## config.mk

```make
export PLATFORM = sky130hd
export DESIGN_NAME = bsg_mul_iterative_arbiter_flat
export DESIGN_NICKNAME = d
export VERILOG_FILES = /design/src/rtl/bsg_mul_arb_pkg.sv /design/src/rtl/bsg_mul_iterative_arbiter_if.sv /design/src/rtl/bsg_mul_arb_rr_pick.sv /design/src/rtl/bsg_mul_iterative_arbiter.sv /design/src/flat_wrapper.sv
export SDC_FILE = /design/constraint.sdc
export NUM_CORES = 1
export LEC_CHECK = 0
export ABC_AREA = 1
export CAP_MARGIN = 10
export CORE_AREA = 2 2 360 362
export DETAILED_ROUTE_END_ITERATION = 6
export DIE_AREA = 0 0 362 364
export DONT_BUFFER_PORTS = 1
export PLACE_DENSITY = 0.3
export SKIP_LAST_GASP = 1
export SLEW_MARGIN = 20
export SYNTH_ARGS = -nofsm -noshare
export SYNTH_HDL_FRONTEND = slang
export SYNTH_SLANG_ARGS = --single-unit
export TNS_END_PERCENT = 5
```

## constraint.sdc

```tcl
create_clock -name clk_i -period 30.6 [get_ports clk_i]
set_clock_uncertainty 0.15 [all_clocks]
set_input_delay 4.59 -clock clk_i [delete_from_list [all_inputs] [get_ports clk_i]]
set_output_delay 4.59 -clock clk_i [all_outputs]
set_load 0.005 [all_outputs]
```

## src/rtl/bsg_mul_arb_pkg.sv

```systemverilog
// Shared types and constants for the iterative-multiplier arbiter.
package bsg_mul_arb_pkg;

   typedef enum logic [1:0] {
      eIdle  = 2'd0,
      eIssue = 2'd1,
      eBusy  = 2'd2,
      eResp  = 2'd3
   } state_e;

   localparam int unsigned BusyCntWidth  = 32;
   localparam int unsigned GrantCntWidth = 16;

endpackage

```

## src/rtl/bsg_mul_iterative_arbiter_if.sv

```systemverilog
// Request, multiplier and response signals of the arbiter bundled together.
// Signal suffixes are from the arbiter's point of view; the arbiter uses the
// slave modport, and clients plus the multiplier drive the master modport.
interface bsg_mul_iterative_arbiter_if #(
   parameter int unsigned num_req_p = 4,
   parameter int unsigned width_p   = 64
);

   logic [num_req_p-1:0]              req_v_i;
   logic [num_req_p-1:0]              req_ready_o;
   logic [num_req_p-1:0][width_p-1:0] req_opA_i;
   logic [num_req_p-1:0][width_p-1:0] req_opB_i;
   logic [num_req_p-1:0]              req_signed_i;

   logic                              mul_v_o;
   logic                              mul_ready_i;
   logic [width_p-1:0]                mul_opA_o;
   logic [width_p-1:0]                mul_opB_o;
   logic                              mul_signed_o;
   logic                              mul_v_i;
   logic [2*width_p-1:0]              mul_result_i;
   logic                              mul_yumi_o;

   logic [num_req_p-1:0]              resp_v_o;
   logic [2*width_p-1:0]              resp_result_o;
   logic [num_req_p-1:0]              resp_yumi_i;

   modport slave (
      input  req_v_i, req_opA_i, req_opB_i, req_signed_i,
      input  mul_ready_i, mul_v_i, mul_result_i, resp_yumi_i,
      output req_ready_o, mul_v_o, mul_opA_o, mul_opB_o, mul_signed_o,
      output mul_yumi_o, resp_v_o, resp_result_o
   );

   modport master (
      output req_v_i, req_opA_i, req_opB_i, req_signed_i,
      output mul_ready_i, mul_v_i, mul_result_i, resp_yumi_i,
      input  req_ready_o, mul_v_o, mul_opA_o, mul_opB_o, mul_signed_o,
      input  mul_yumi_o, resp_v_o, resp_result_o
   );

endinterface

```

## src/rtl/bsg_mul_arb_rr_pick.sv

```systemverilog
// Combinational round-robin picker: first set request at or after ptr_i,
// wrapping around, returned as one-hot and as an index.
module bsg_mul_arb_rr_pick #(
   parameter  int unsigned num_req_p = 4,
   localparam int unsigned PtrW      = $clog2(num_req_p)
) (
   input  logic [num_req_p-1:0] req_i,
   input  logic [PtrW-1:0]      ptr_i,
   output logic [num_req_p-1:0] grant_oh_o,
   output logic [PtrW-1:0]      grant_idx_o,
   output logic                 any_v_o
);

   // Scan requesters starting at the pointer; the first hit wins.
   always_comb begin
      int unsigned idx;
      logic        found;
      idx         = 0;
      found       = 1'b0;
      grant_oh_o  = '0;
      grant_idx_o = '0;
      for (int unsigned k = 0; k < num_req_p; k++) begin
         idx = (int'(ptr_i) + k) % num_req_p;
         if (!found && req_i[PtrW'(idx)]) begin
            found                   = 1'b1;
            grant_oh_o[PtrW'(idx)]  = 1'b1;
            grant_idx_o             = PtrW'(idx);
         end
      end
      any_v_o = found;
   end

endmodule

```

## src/rtl/bsg_mul_iterative_arbiter.sv

```systemverilog
// Shares one iterative multiplier among num_req_p requesters: round-robin
// accept, latch-and-issue, wait for the product, return it to its owner.
// Optional BSG_MUL_ARB_PERF_CNT_EN adds saturating busy and grant counters.
module bsg_mul_iterative_arbiter
   import bsg_mul_arb_pkg::*;
#(
   parameter  int unsigned num_req_p = 4,
   parameter  int unsigned width_p   = 64,
   localparam int unsigned PtrW      = $clog2(num_req_p)
) (
   input  logic                              clk_i,
   input  logic                              reset_i,
   bsg_mul_iterative_arbiter_if.slave        bus_io
`ifdef BSG_MUL_ARB_PERF_CNT_EN
   ,
   output logic [BusyCntWidth-1:0]           busy_cnt_o,
   output logic [num_req_p*GrantCntWidth-1:0] grant_cnt_o
`endif
);

   state_e               state_q, state_d;
   logic [PtrW-1:0]      rr_ptr_q, rr_ptr_d;
   logic [PtrW-1:0]      owner_q, owner_d;
   logic [width_p-1:0]   opa_q, opa_d, opb_q, opb_d;
   logic                 signed_q, signed_d;
   logic [2*width_p-1:0] result_q, result_d;

   logic [num_req_p-1:0] grant_oh;
   logic [PtrW-1:0]      grant_idx;
   logic                 any_v;
   logic                 accept;

   bsg_mul_arb_rr_pick #(
      .num_req_p (num_req_p)
   ) u_pick (
      .req_i       (bus_io.req_v_i),
      .ptr_i       (rr_ptr_q),
      .grant_oh_o  (grant_oh),
      .grant_idx_o (grant_idx),
      .any_v_o     (any_v)
   );

   // Next-state and handshake outputs; all outputs forced quiet during reset.
   always_comb begin
      state_d             = state_q;
      rr_ptr_d            = rr_ptr_q;
      owner_d             = owner_q;
      opa_d               = opa_q;
      opb_d               = opb_q;
      signed_d            = signed_q;
      result_d            = result_q;
      accept              = 1'b0;
      bus_io.req_ready_o  = '0;
      bus_io.mul_v_o      = 1'b0;
      bus_io.mul_yumi_o   = 1'b0;
      bus_io.resp_v_o     = '0;
      unique case (state_q)
         eIdle: begin
            if (any_v && !reset_i) begin
               accept             = 1'b1;
               bus_io.req_ready_o = grant_oh;
               opa_d              = bus_io.req_opA_i[grant_idx];
               opb_d              = bus_io.req_opB_i[grant_idx];
               signed_d           = bus_io.req_signed_i[grant_idx];
               owner_d            = grant_idx;
               rr_ptr_d           = (grant_idx == PtrW'(num_req_p - 1)) ? '0
                                                                         : grant_idx + PtrW'(1);
               state_d            = eIssue;
            end
         end
         eIssue: begin
            bus_io.mul_v_o = 1'b1;
            if (bus_io.mul_ready_i) state_d = eBusy;
         end
         eBusy: begin
            if (bus_io.mul_v_i) begin
               bus_io.mul_yumi_o = 1'b1;
               result_d          = bus_io.mul_result_i;
               state_d           = eResp;
            end
         end
         eResp: begin
            bus_io.resp_v_o[owner_q] = 1'b1;
            if (bus_io.resp_yumi_i[owner_q]) state_d = eIdle;
         end
         default: state_d = eIdle;
      endcase
   end

   // State, pointer, owner and datapath registers.
   always_ff @(posedge clk_i or posedge reset_i) begin
      if (reset_i) begin
         state_q  <= eIdle;
         rr_ptr_q <= '0;
         owner_q  <= '0;
         opa_q    <= '0;
         opb_q    <= '0;
         signed_q <= 1'b0;
         result_q <= '0;
      end else begin
         state_q  <= state_d;
         rr_ptr_q <= rr_ptr_d;
         owner_q  <= owner_d;
         opa_q    <= opa_d;
         opb_q    <= opb_d;
         signed_q <= signed_d;
         result_q <= result_d;
      end
   end

   assign bus_io.mul_opA_o     = opa_q;
   assign bus_io.mul_opB_o     = opb_q;
   assign bus_io.mul_signed_o  = signed_q;
   assign bus_io.resp_result_o = result_q;

`ifdef BSG_MUL_ARB_PERF_CNT_EN
   logic [BusyCntWidth-1:0]                   busy_cnt_q;
   logic [num_req_p-1:0][GrantCntWidth-1:0]   grant_cnt_q;

   // Saturating occupancy and per-requester grant counters.
   always_ff @(posedge clk_i or posedge reset_i) begin
      if (reset_i) begin
         busy_cnt_q  <= '0;
         grant_cnt_q <= '0;
      end else begin
         if (state_q != eIdle && busy_cnt_q != '1) busy_cnt_q <= busy_cnt_q + 1'b1;
         for (int unsigned k = 0; k < num_req_p; k++) begin
            if (accept && grant_oh[k] && grant_cnt_q[k] != '1) begin
               grant_cnt_q[k] <= grant_cnt_q[k] + 1'b1;
            end
         end
      end
   end

   assign busy_cnt_o  = busy_cnt_q;
   assign grant_cnt_o = grant_cnt_q;
`endif

endmodule

```

## src/flat_wrapper.sv

```systemverilog
// flat-port wrapper written by rule: the top's interface ports become plain ports
module bsg_mul_iterative_arbiter_flat import bsg_mul_arb_pkg::*;
#(
   parameter  int unsigned num_req_p = 4,
   parameter  int unsigned width_p   = 64,
   localparam int unsigned PtrW      = $clog2(num_req_p)
)
  (clk_i, reset_i, bus_io_req_v_i, bus_io_req_opA_i, bus_io_req_opB_i, bus_io_req_signed_i, bus_io_mul_ready_i, bus_io_mul_v_i, bus_io_mul_result_i, bus_io_resp_yumi_i, bus_io_req_ready_o, bus_io_mul_v_o, bus_io_mul_opA_o, bus_io_mul_opB_o, bus_io_mul_signed_o, bus_io_mul_yumi_o, bus_io_resp_v_o, bus_io_resp_result_o);
  bsg_mul_iterative_arbiter_if #(.num_req_p(num_req_p), .width_p(width_p)) bus_io_i ();
  input  logic clk_i;
  input  logic reset_i;
  input wire logic [$bits(bus_io_i.req_v_i)-1:0] bus_io_req_v_i;
  input wire logic [$bits(bus_io_i.req_opA_i)-1:0] bus_io_req_opA_i;
  input wire logic [$bits(bus_io_i.req_opB_i)-1:0] bus_io_req_opB_i;
  input wire logic [$bits(bus_io_i.req_signed_i)-1:0] bus_io_req_signed_i;
  input wire logic [$bits(bus_io_i.mul_ready_i)-1:0] bus_io_mul_ready_i;
  input wire logic [$bits(bus_io_i.mul_v_i)-1:0] bus_io_mul_v_i;
  input wire logic [$bits(bus_io_i.mul_result_i)-1:0] bus_io_mul_result_i;
  input wire logic [$bits(bus_io_i.resp_yumi_i)-1:0] bus_io_resp_yumi_i;
  output wire logic [$bits(bus_io_i.req_ready_o)-1:0] bus_io_req_ready_o;
  output wire logic [$bits(bus_io_i.mul_v_o)-1:0] bus_io_mul_v_o;
  output wire logic [$bits(bus_io_i.mul_opA_o)-1:0] bus_io_mul_opA_o;
  output wire logic [$bits(bus_io_i.mul_opB_o)-1:0] bus_io_mul_opB_o;
  output wire logic [$bits(bus_io_i.mul_signed_o)-1:0] bus_io_mul_signed_o;
  output wire logic [$bits(bus_io_i.mul_yumi_o)-1:0] bus_io_mul_yumi_o;
  output wire logic [$bits(bus_io_i.resp_v_o)-1:0] bus_io_resp_v_o;
  output wire logic [$bits(bus_io_i.resp_result_o)-1:0] bus_io_resp_result_o;
  assign bus_io_i.req_v_i = bus_io_req_v_i;
  assign bus_io_i.req_opA_i = bus_io_req_opA_i;
  assign bus_io_i.req_opB_i = bus_io_req_opB_i;
  assign bus_io_i.req_signed_i = bus_io_req_signed_i;
  assign bus_io_i.mul_ready_i = bus_io_mul_ready_i;
  assign bus_io_i.mul_v_i = bus_io_mul_v_i;
  assign bus_io_i.mul_result_i = bus_io_mul_result_i;
  assign bus_io_i.resp_yumi_i = bus_io_resp_yumi_i;
  assign bus_io_req_ready_o = bus_io_i.req_ready_o;
  assign bus_io_mul_v_o = bus_io_i.mul_v_o;
  assign bus_io_mul_opA_o = bus_io_i.mul_opA_o;
  assign bus_io_mul_opB_o = bus_io_i.mul_opB_o;
  assign bus_io_mul_signed_o = bus_io_i.mul_signed_o;
  assign bus_io_mul_yumi_o = bus_io_i.mul_yumi_o;
  assign bus_io_resp_v_o = bus_io_i.resp_v_o;
  assign bus_io_resp_result_o = bus_io_i.resp_result_o;
  bsg_mul_iterative_arbiter #(.num_req_p(num_req_p), .width_p(width_p)) u_core (.clk_i(clk_i), .reset_i(reset_i), .bus_io(bus_io_i));
endmodule
```

Word level (Yosys, flattened, before mapping)
Cells that the tools add are included.
Storage, ports and cells
  bits in registers: 263
  logic and storage cells: 100
  output and inout port bits: 267
  input bits: 656
Cells by class
  equality and inequality tests: 8
  bitwise logic cells: 3
  reductions and logical operators: 17
  add/subtract/negate cells: 4
  multiplexer cells: 50
  magnitude comparators: 11
Operators by type and width (count)
  $bmux W64 S2: 2
  $mux W64: 2
  $mux W4: 7
  $lt A2 B3 Y1 const B: 6
  $mux W1: 18
  $mux W2: 9
  $bmux W1 S2: 6
  $or A4 B4 Y4: 3
  $demux W1 S2: 5
  $ge A2 B1 Y1 const B: 5
  $logic_and A1 B1 Y1: 9
  $pmux W2 S4: 1
  $eq A2 B2 Y1 const B: 3
  $add A2 B1 Y2 const B: 2
  $add A2 B2 Y2 const B: 2
  $logic_not A1 Y1: 4
  $ne A2 B1 Y1 const B: 2
  $ne A2 B2 Y1 const B: 2
  $reduce_and A2 Y1: 2
  $reduce_and A4 Y1: 1
  $eq A2 B1 Y1 const B: 1
  $logic_not A2 Y1: 1

Longest topological paths before layout
  depth in word-level cells: 15
  depth in mapped cells: 18
  gate-level depth less buffers: 15

Hierarchy
Synthesis repeated with hierarchy kept, for this count alone.
Second synthesis, totals
  cell total of the unflattened synthesis: 1958
  area total of the unflattened synthesis: 14044.7 sq um
By module, submodules not included
  bsg_mul_iterative_arbiter: area an instance 13604.3 sq um, instances 1, seq. area each 6581.3 sq um, cells each 1884
  bsg_mul_arb_rr_pick: area an instance 440.4 sq um, instances 1, seq. area each 0.0 sq um, cells each 74

Worst setup path before layout
Ideal clock, no wire load.
  path type: input port to output port
  start point: input port reset_i
  end point: output port bus_io_req_ready_o[0]
  arrival: 11654 ps
  data required time: 25860 ps
  path slack: 14206 ps
  stages: 6
  buffers on the path: 1
  cells stage by stage: inv_1 > nand3_2 > inv_2 > clkbuf_1 > nand2_1 > inv_1
Between the ends
  cells in the longest elaborated chain, start to end: 4
Ends and longest elaborated chain
  from (decl): line flat_wrapper.sv:11  | input logic reset_i;
  $logic_not A1 Y1 (no line)
  $logic_and A1 B1 Y1: line bsg_mul_iterative_arbiter.sv:59  | if (any_v && !reset_i) begin
  $mux W4: line bsg_mul_iterative_arbiter.sv:59
  $mux W4: line bsg_mul_iterative_arbiter.sv:57  | unique case (state_q)
  to (decl): line flat_wrapper.sv:20  | output wire logic [$bits(bus_io_i.req_ready_o)-1:0] bus_io_req_ready_o;
No other way between the ends.

Worst setup path in the final report
  start point: input port bus_io_req_v_i[3]
  end point: output port bus_io_req_ready_o[1]
Between the ends
  cells in the longest elaborated chain, start to end: 15
  elaborated cells between the ends (all ways): 28
  those cells by class: 18 x mux; 3 x bitwise; 7 x reduce/logical
Ends and longest elaborated chain
  from (decl): line flat_wrapper.sv:12  | input wire logic [$bits(bus_io_i.req_v_i)-1:0] bus_io_req_v_i;
  $bmux W1 S2: line bsg_mul_arb_rr_pick.sv:24  | if (!found && req_i[PtrW'(idx)]) begin
  $mux W1 (not written as such): line bsg_mul_arb_rr_pick.sv:24
  $mux W1: line bsg_mul_arb_rr_pick.sv:24
  $logic_not A1 Y1: line bsg_mul_arb_rr_pick.sv:24
  $logic_and A1 B1 Y1: line bsg_mul_arb_rr_pick.sv:24
  $mux W1: line bsg_mul_arb_rr_pick.sv:24
  $logic_not A1 Y1: line bsg_mul_arb_rr_pick.sv:24
  $logic_and A1 B1 Y1: line bsg_mul_arb_rr_pick.sv:24
  $mux W1: line bsg_mul_arb_rr_pick.sv:24
  $logic_not A1 Y1: line bsg_mul_arb_rr_pick.sv:24
  $logic_and A1 B1 Y1: line bsg_mul_arb_rr_pick.sv:24
  $mux W1: line bsg_mul_arb_rr_pick.sv:24
  $logic_and A1 B1 Y1: line bsg_mul_iterative_arbiter.sv:59
  $mux W4 (*): line bsg_mul_iterative_arbiter.sv:59
  $mux W4 (*): line bsg_mul_iterative_arbiter.sv:57
Every way passes the cells marked *; elsewhere a longest branch is shown, timed or not. The select of a mux whose other input is x is not followed.

==> metrics.md <==
| Metric | Value |
|---|---|
| GR Util met1 | `15.9%` |
| Tmin final | `11.21 ns` |
| DRT iter0 DRCs | `1,028` |
| Internal power | `1230 uW` |
| Commonest non-fill, non-tap cells in the layout | `nand2_1, inv_1, nand3_1` |
| GRT Total Usage | `13.3%` |
| Fin nets | `3,322` |
| CP cell instances | `inv_1 > nand2_1 > nand2_1 > nand2_1 > nand2_1 > nand3_4 > nand3_4 > inv_6 > nand2_1 > inv_1` |
| Post-route ant nets | `0` |
| Crit path top cell by count | `nand2_1` |
| Synthesized area per cell | `6.26 um^2` |
| Hold WC Path Type | `flop to flop` |
| Register area share after synthesis | `37.8%` |
| Buffer and inverter count on the worst path | `3` |
| Hold path startpoint | `u_core.bus_io.resp_result_o[66]$_DFFE_PP0P_` |
| Combinational share of power | `59.3%` |
| Peak VDD IR | `0.175 mV` |
| P_leak | `0.0115 uW` |
| Number of fill cells | `15,100` |
| Initial antenna violation count | `7` |
| Io pins | `923` |
| # H-tree levels | `2` |
| Setup Viol. Count Final | `0` |
| Seq cells post-synth | `263` |
| Met2 usage | `22.3%` |
| Largest net degree at the start of global routing | `183` |
| DR WL/cell | `21.1 um` |
| Fin util | `15.7%` |
| Total Wirelength | `92.0 mm` |
| Largest delay share family, worst path | `simple AND/OR/NAND/NOR gates` |
| Vias/cell | `3.96` |
| Post-Syn Area | `17,400 um^2` |
| TritonRoute pass-1 iters | `5` |
| Worst Reg2Reg Path Length in Cells | `15` |
| Routing usage on met3 | `3.77%` |
| MaxCap Viol Count | `0` |
| Endpoint type of the worst setup path | `primary output` |
| Clk slew on worst S/H paths | `0.06 ns` |
| First-pass GRT wire length | `129 mm` |
| HPWL after DPL | `68.5 mm` |
| Core ar. | `128,000 um^2` |
| Required time worst endpoint | `25.86 ns` |
| Worst r2r src | `u_core.rr_ptr_q[0]$_DFFE_PP0P_` |
| Yosys cell types | `28` |
| GPL Wtd Cong | `0.821` |
| Reg-to-reg critical path endpoint | `u_core.bus_io.mul_opA_o[34]$_DFFE_PP0P_` |
| DRC Markers | `0` |
| Clock latency at the later pin of the worst-skew pair | `0.59 ns` |
| CTS Hold Bufs | `0` |
| Fmax | `89.2 MHz` |
| Net count after synthesis | `3,453` |
| Vias in the first global route | `17,500` |
| Area Overhead vs Synth | `15.6%` |
| Reg2Reg Setup Slack | `25.19 ns` |
| Clock sinks | `263` |
| Gate count of the mapped netlist | `2,786` |
| Worst slack at placement | `19.37 ns` |
| Outcome | `completed` |
| CTS Buf Count | `38` |
| Sequential share of power | `24.9%` |
| Final Hold Vio Count | `0` |
| Psw | `1610 uW` |
| Die Y-Extent | `364 um` |
| Final period util | `36.6%` |
| Pwr Total | `2830 uW` |
| Yosys warning count | `0` |
| Setup CP Type | `primary input to primary output` |
| RSZ-0062 raised after global routing | `no` |
| Pwr per Cell Area | `141 nW/um^2` |
| Die W | `362 um` |
| Arr. time, crit path | `6.47 ns` |
| Most common cell after layout, fill and taps aside | `nand2_1` |
| Slack of the critical path | `19.39 ns` |
| CP max FO | `41` |
| Total number of vias | `17,200` |
| Hold Path End | `u_core.bus_io.resp_result_o[66]$_DFFE_PP0P_` |
| Most used routing layer | `met2` |
| Slowest stage delay, CP | `0.45 ns` |
| Storage cell area | `6580 um^2` |
| Starting density of the core | `13.6%` |
| Switching Share | `56.7%` |
| Setup TNS | `0 ns` |
| Hold depth | `2` |
| Least-Margin Pin Slew | `1.08 ns` |
| TritonCTS clock tree | `built` |
| Max_slew headroom | `28.0%` |
| Fin. max-slew vios | `0` |
| Post-cts sizing count | `0` |
| Hold slack final | `0.361 ns` |
| Die area | `132,000 um^2` |
| Grt ovf | `0` |
| Post-CTS Setup Inserts | `0` |
| CP Launch Type | `primary input` |
| Rows | `132` |
| Slowest cell on crit path | `nand3_4` |
| Clock Tree Buf Depth | `3` |
| Share of post-route cells with drive strength above 1 | `3.88%` |
| Multi-input logic area | `7960 um^2` |
| Clock power share | `15.9%` |
| PortBufs | `0` |
| Root buf cell | `clkbuf_16` |
-- synthesized netlist by cell type, drive strengths merged --
| library cell | count | area share [%] |
|---|---|---|
| o21ai | 2 | 0.057 |
| buf | 97 | 3.0 |
| a21boi | 1 | 0.043 |
| o22ai | 1 | 0.036 |
| o21bai | 1 | 0.043 |
| nand3 | 278 | 8.2 |
| a21oi | 5 | 0.14 |
| nand2 | 1208 | 26 |
| dfrtp | 263 | 38 |
| inv | 545 | 12 |
| nor2 | 4 | 0.13 |
| o2111ai | 4 | 0.20 |
| nand4 | 259 | 9.3 |
| clkbuf | 100 | 2.2 |
| o211ai | 1 | 0.043 |
| ha | 11 | 0.79 |
| nor3 | 6 | 0.17 |
-- power groups by stage --
stage	clock network [uW]	logic, uW	registers (uW)
global route	488	1910	723
CTS	476	1730	714
finish	450	1680	705
global placement	0	1730	726
detailed placement	0	1730	717
floorplan	0	1220	612
-- cells by family (layout without fill, tap and decap cells) --
logic type / Yosys count / count (layout) / synth area share, %
compound gates: 15 / 15 / 0.567
flops: 263 / 263 / 37.8
fa+ha+maj: 11 / 11 / 0.790
other cells: 0 / 2 / 0
buf+inv: 742 / 634 / 17.0
simple gates: 1755 / 1755 / 43.9
-- final cells by class --
type / instances / area share [%]
antenna: 2 / 0.0249
inverter: 545 / 10.3
clock inverter: 13 / 0.808
sequential: 263 / 32.7
timing repair buffer: 26 / 1.09
multi-input combinational: 1781 / 39.5
clock buffer: 50 / 5.19
tap: 1675 / 10.4
-- worst reg2reg max path: cells and delay by family, from the launching register on --
kind,cells,cell delay (ns)
buf+inv,4,1.28
simple gates,9,2.29
flops,1,0.75
fa+ha+maj,1,0.45
compound gates,1,0.40
-- stage by stage --
step	instances	cell area [um^2]
floorplan	2786	17400
global placement	4290	18900
detailed placement	4290	18900
CTS	4353	20100
global route	4355	20100
finish	4355	20100
-- routing by layer --
layer | vias to the layer above | part of all wire [%]
li1 | 8251 | -
met1 | 8229 | 41
met2 | 642 | 49
met3 | 110 | 7.0
met4 | 2 | 3.7
met5 | - | 0.014
-- flip-flops by register name (all words and copies together), names as in the netlist --
| name | cells |
|---|---|
| u_core.bus_io.resp_result_o | 128 |
| u_core.rr_ptr_q | 2 |
| u_core.bus_io.mul_opB_o | 64 |
| u_core.bus_io.mul_opA_o | 64 |
| u_core.owner_q | 2 |
| u_core.state_q | 2 |
| u_core.bus_io.mul_signed_o | 1 |
-- worst max path at each step --
stage,slack (ns),startpoint,end,depth (start not counted)
2_1_floorplan,14.21,reset_i,bus_io_req_ready_o[0],6
4_1_cts,19.36,bus_io_req_v_i[3],bus_io_req_ready_o[0],10
5_1_grt,19.10,bus_io_req_v_i[3],bus_io_req_ready_o[3],10
3_5_place_dp,19.37,bus_io_req_v_i[3],bus_io_req_ready_o[0],10
3_3_place_gp,19.37,bus_io_req_v_i[3],bus_io_req_ready_o[0],10
6_report,19.39,bus_io_req_v_i[3],bus_io_req_ready_o[1],10
(Power assumes the default switching activity.)
